===== src/rtl/viterbi_pkg.sv =====
// Shared types, constants and the expected-symbol table for the Viterbi decoder.
package viterbi_pkg;

    localparam int unsigned NSTATES  = 8;
    localparam int unsigned STATE_W  = 3;
    localparam int unsigned METRIC_W = 2;
    localparam int unsigned PAIR_W   = 2;

    typedef logic [STATE_W-1:0]  state_t;
    typedef logic [METRIC_W-1:0] metric_t;
    typedef logic [PAIR_W-1:0]   pair_t;

    typedef enum logic {
        IDLE = 1'b0,
        RUN  = 1'b1
    } fsm_e;

    // Path-0 expected code pair for each trellis state; path 1 uses the complement.
    function automatic pair_t exp0(input state_t s);
        pair_t e;
        case (s)
            3'd0:    e = 2'b00;
            3'd1:    e = 2'b11;
            3'd2:    e = 2'b11;
            3'd3:    e = 2'b00;
            3'd4:    e = 2'b01;
            3'd5:    e = 2'b10;
            3'd6:    e = 2'b10;
            default: e = 2'b01;
        endcase
        return e;
    endfunction

endpackage


===== src/rtl/bmc_unit.sv =====
// Combinational Hamming branch-metric unit shared by all trellis states.
module bmc_unit
    import viterbi_pkg::*;
(
    input  pair_t   rx_pair,
    input  pair_t   exp_pair,
    output metric_t path_0_bmc,
    output metric_t path_1_bmc
);

    pair_t diff_0;
    pair_t diff_1;

    // Distances to the expected pair and to its complement.
    always_comb begin
        diff_0     = rx_pair ^ exp_pair;
        diff_1     = rx_pair ^ ~exp_pair;
        path_0_bmc = METRIC_W'({1'b0, diff_0[1]}) + METRIC_W'({1'b0, diff_0[0]});
        path_1_bmc = METRIC_W'({1'b0, diff_1[1]}) + METRIC_W'({1'b0, diff_1[0]});
    end

endmodule


===== src/rtl/bmc_scheduler.sv =====
// Steps one latched symbol through all trellis states and tracks frame position.
module bmc_scheduler
    import viterbi_pkg::*;
#(
    parameter  int unsigned FRAME_LEN = 16,
    localparam int unsigned SYM_W     = (FRAME_LEN > 1) ? $clog2(FRAME_LEN) : 1
) (
    input  logic             clk,
    input  logic             reset,
    input  logic             rx_valid,
    output logic             rx_ready,
    input  pair_t            rx_pair,
    output logic             bm_valid,
    input  logic             bm_ready,
    output state_t           bm_state,
    output metric_t          path_0_bmc,
    output metric_t          path_1_bmc,
    output logic             bm_last,
    output logic             frame_done,
    output logic [SYM_W-1:0] sym_idx
);

    localparam state_t         LAST_STATE = STATE_W'(NSTATES - 1);
    localparam logic [SYM_W-1:0] LAST_SYM = SYM_W'(FRAME_LEN - 1);

    fsm_e             state_q, state_d;
    pair_t            rx_reg_q, rx_reg_d;
    state_t           idx_q, idx_d;
    logic [SYM_W-1:0] sym_idx_q, sym_idx_d;
    logic             frame_done_q, frame_done_d;

    metric_t          bmc_0;
    metric_t          bmc_1;

    // State register with synchronous reset; an in-flight symbol is dropped.
    always_ff @(posedge clk) begin
        if (reset) begin
            state_q      <= IDLE;
            rx_reg_q     <= '0;
            idx_q        <= '0;
            sym_idx_q    <= '0;
            frame_done_q <= 1'b0;
        end else begin
            state_q      <= state_d;
            rx_reg_q     <= rx_reg_d;
            idx_q        <= idx_d;
            sym_idx_q    <= sym_idx_d;
            frame_done_q <= frame_done_d;
        end
    end

    // Next-state: accept in IDLE, advance on each accepted beat in RUN.
    always_comb begin
        state_d      = state_q;
        rx_reg_d     = rx_reg_q;
        idx_d        = idx_q;
        sym_idx_d    = sym_idx_q;
        frame_done_d = 1'b0;
        case (state_q)
            IDLE: begin
                if (rx_valid) begin
                    state_d  = RUN;
                    rx_reg_d = rx_pair;
                    idx_d    = '0;
                end
            end
            RUN: begin
                if (bm_ready) begin
                    if (idx_q == LAST_STATE) begin
                        state_d = IDLE;
                        if (sym_idx_q == LAST_SYM) begin
                            sym_idx_d    = '0;
                            frame_done_d = 1'b1;
                        end else begin
                            sym_idx_d = SYM_W'(sym_idx_q + 1'b1);
                        end
                    end else begin
                        idx_d = STATE_W'(idx_q + 1'b1);
                    end
                end
            end
            default: state_d = IDLE;
        endcase
    end

    bmc_unit u_bmc_unit (
        .rx_pair    (rx_reg_q),
        .exp_pair   (exp0(idx_q)),
        .path_0_bmc (bmc_0),
        .path_1_bmc (bmc_1)
    );

    // Outputs decoded from registers only; beat fields are zeroed outside RUN.
    always_comb begin
        rx_ready   = (state_q == IDLE);
        bm_valid   = (state_q == RUN);
        bm_state   = bm_valid ? idx_q : '0;
        path_0_bmc = bm_valid ? bmc_0 : '0;
        path_1_bmc = bm_valid ? bmc_1 : '0;
        bm_last    = bm_valid && (idx_q == LAST_STATE);
        frame_done = frame_done_q;
        sym_idx    = sym_idx_q;
    end

endmodule


===== config.mk =====
export PLATFORM = sky130hd
export DESIGN_NAME = bmc_scheduler
export DESIGN_NICKNAME = d
export VERILOG_FILES = /design/src/rtl/viterbi_pkg.sv /design/src/rtl/bmc_unit.sv /design/src/rtl/bmc_scheduler.sv
export SDC_FILE = /design/constraint.sdc
export NUM_CORES = 1
export LEC_CHECK = 0
export BUFFER_PORTS_ARGS = -buffer_cell sky130_fd_sc_hd__clkbuf_2
export CAP_MARGIN = 10
export CORE_AREA = 2 2 39 41
export DETAILED_ROUTE_END_ITERATION = 8
export DIE_AREA = 0 0 41 43
export PLACE_DENSITY_LB_ADDON = 0.15
export SKIP_LAST_GASP = 1
export SLEW_MARGIN = 20
export SYNTH_ARGS = -nofsm -noshare
export SYNTH_HDL_FRONTEND = slang
export SYNTH_HIERARCHICAL = 1
export SYNTH_SLANG_ARGS = --single-unit

===== constraint.sdc =====
create_clock -name clk -period 3.35 [get_ports clk]
set_input_delay 0.1675 -clock clk [delete_from_list [all_inputs] [get_ports clk]]
set_output_delay 0.1675 -clock clk [all_outputs]
set_load 0.02 [all_outputs]

==> reports/results.ini <==
[outcome]
status = finished clean

[critical_path]
crit_fanout = 4
cp.buffers_inverters = 2
slowest_stage = dfxtp_1
worst_ep_arrival_time_ps = 2320
worstSetupEndpointType = output pin
cpPeakStageDelay_ps = 380
cp.required_ps = 3180
cp_common_cell = ha_1
cp_cell_sequence = inv_1, ha_1, or2_1, mux2_1, xor2_1, ha_1, and2_1, clkbuf_2
worstSetupStartpointType = flip-flop
crit_type = flip-flop to output pin
cpLargestDelayFamily = adder cells

[routing]
drt_pass1_iterations = 4
drc = 0
vias_per_cell = 5.13
final_antenna_net_count = 0
vias = 580
routed_wl_mm = 1.28
drt_first_iter_violations = 11
wl_per_cell_um = 11.3

[clock_tree]
path_clk_slew_ps = 70
post-cts-setup-buffers = 0
cts_tree = done
htree_levels = 1
clock-sinks = 11
hold_buffers = 0
cts.path.max_buffers = 2
clock-root-buffer = clkbuf_4
cts-buffers-inserted = 3
cts_resized = 0
insertion_delay_ps = 260

[synth]
synth-edff-count = 0
synthTopCellsByCount = 11 x dfxtp_1, 9 x ha_1, 9 x nor2_1
synth.distinct_cells = 26
ys_async_sr_fraction = 0
synth_nets = 90
synthTopCellsByArea = dfxtp_1 33%, ha_1 17%, nor2_1 5.0%, and2_1 4.7%, mux2i_1 4.5%
yosysWarnings = 6
ys.flop_type = dfxtp_1
avgSynthCellArea_um2 = 8.96
ys_ff_latch = 11
syn_area_um2 = 672
synth_top_area_cell = dfxtp_1
synth_cells = 75
ys_seq_area_frac = 0.328
yosysMostFrequentCell = dfxtp_1
yosysTopAreaCellShare = 0.328

[placement]
dp.cells = 109
pre_cts_slack_ps = 1130
port_buffers = 20
gp_congestion = 0.677
dpl.hpwl_um = 999

[timing]
finalHoldViolations = 0
worst_pin_slew_ps = 450
relSlewSlack = 0.700
fin_crit_ps = 2480
rsz0062_at_grt = false
fmax_ghz = 0.403
period_share = 0.741
clock_skew_ps = 5.78
setup_slack_ps = 866
setup_viol = 0
report.final.slew_viol_count = 0
tns_ps = 0

[global_routing]
grt_pass1_vias = 531
grt_max_degree = 16
grt_remaining_overflow = 0
antenna_found_initial = 0
grt_pass1_wl_mm = 2.09
track_usage = 0.173

[min_path]
worstHoldPathType = primary input to flip-flop

[floorplanning]
ios = 21
core-area_mm2 = 0.00138
fp-row-count = 14
initial_core_util = 0.486
dieWidth_um = 41
die-height_um = 43
die_area_mm2 = 0.00176

[finish]
seq_area_um2 = 220
final_nets = 113
fin_util = 0.582
multi_input_area_um2 = 424
num_antenna_cells = 0
fillCellCount = 138
syn_to_final_growth_pct = 19.9
final_cells = 113
drive_gt1_frac = 0.247

[power]
powerDensity_mw_per_mm2 = 351
p_leak_nw = 0.392
p_total_mw = 0.283
irDropWorstVdd_mv = 0.170

[run]
drv_cap = 0

==> metrics by stage <==
| stage | hold slack [ps] | area (um^2) |
|---|---|---|
| detailed placement | 407 | 779 |
| CTS | 125 | 806 |
| finish | 131 | 806 |
| floorplan | 246 | 672 |
| global route | 138 | 806 |
| global placement | 398 | 779 |
==> state kept, by name (all words and copies together) (netlist names) <==
signal and flops:
bm_valid 1, frame_done 1, idx_q 3, rx_reg_q 2
sym_idx 4
==> layout by cell type, fill, tap and decap left out <==
master	instances
mux2_1	1
xor2_1	3
mux2i_1	3
or3b_1	1
nand4_1	1
nand4b_1	1
nand3_1	5
nand3b_1	1
clkbuf_1	1
and4bb_1	1
nand2b_1	2
nand3_2	1
clkbuf_4	3
ha_1	9
dfxtp_1	11
a311oi_1	1
or3_1	1
xnor2_1	2
nand2_1	3
clkbuf_2	20
nor2_1	9
a31oi_1	2
nor3_1	1
and2_1	5
a21oi_1	4
inv_1	4
or2_1	1
==> cell families (layout without fill, tap and decap cells) <==
family,after synthesis,in the layout,share of synthesized area
adders and majority gates,9,9,0.168
AOI/OAI and AO/OA,7,7,0.0615
and+or+nand+nor,33,33,0.276
muxes,4,4,0.0615
buffers and inverters,6,28,0.0410
xor gates and xnor gates,5,5,0.0652
DFF,11,11,0.328
==> layout make-up <==
class / instances / area share
clock buffer: 4 / 0.0326
inverter: 4 / 0.0186
multi-input combinational: 58 / 0.526
sequential: 11 / 0.273
tap: 16 / 0.0248
timing repair buffer: 20 / 0.124
==> worst register-to-register path, stage by stage (launching register included) <==
cell and delay [ps]:
dfxtp_1 380, ha_1 190, ha_1 280, nand3_2 170, or3b_1 390, a21oi_1 140
==> final timing paths <==
kind                               from                       end  slack (ps)  cells past startpoint
hold / removal               rx_pair[1]  rx_reg_q[1]$_SDFFE_PP0P_         130                      3
setup / recovery  idx_q[0]$_SDFFE_PP0P_             path_0_bmc[0]         870                      8
hold reg to reg   idx_q[1]$_SDFFE_PP0P_     idx_q[1]$_SDFFE_PP0P_         500                      2
setup reg to reg  idx_q[0]$_SDFFE_PP0P_   sym_idx[0]$_SDFFE_PP0P_        1730                      5
==> metal layers <==
layer / vias up / wire, um / track usage
li1: 301 / - / -
met2: 16 / 656 / 0.275
met5: - / 0 / 0
met3: 2 / 62 / 0.0314
met1: 261 / 552 / 0.205
met4: 0 / 8 / 0.100
==> report_power, final <==
group	total (mW)	internal (mW)	leakage (nW)	switching [mW]
logic	0.0519	0.0216	0.288	0.0303
registers	0.142	0.135	0.0895	0.00690
clock network	0.0889	0.0460	0.0150	0.0429
total	0.283	0.203	0.392	0.0801
(Power assumes the default switching activity.)
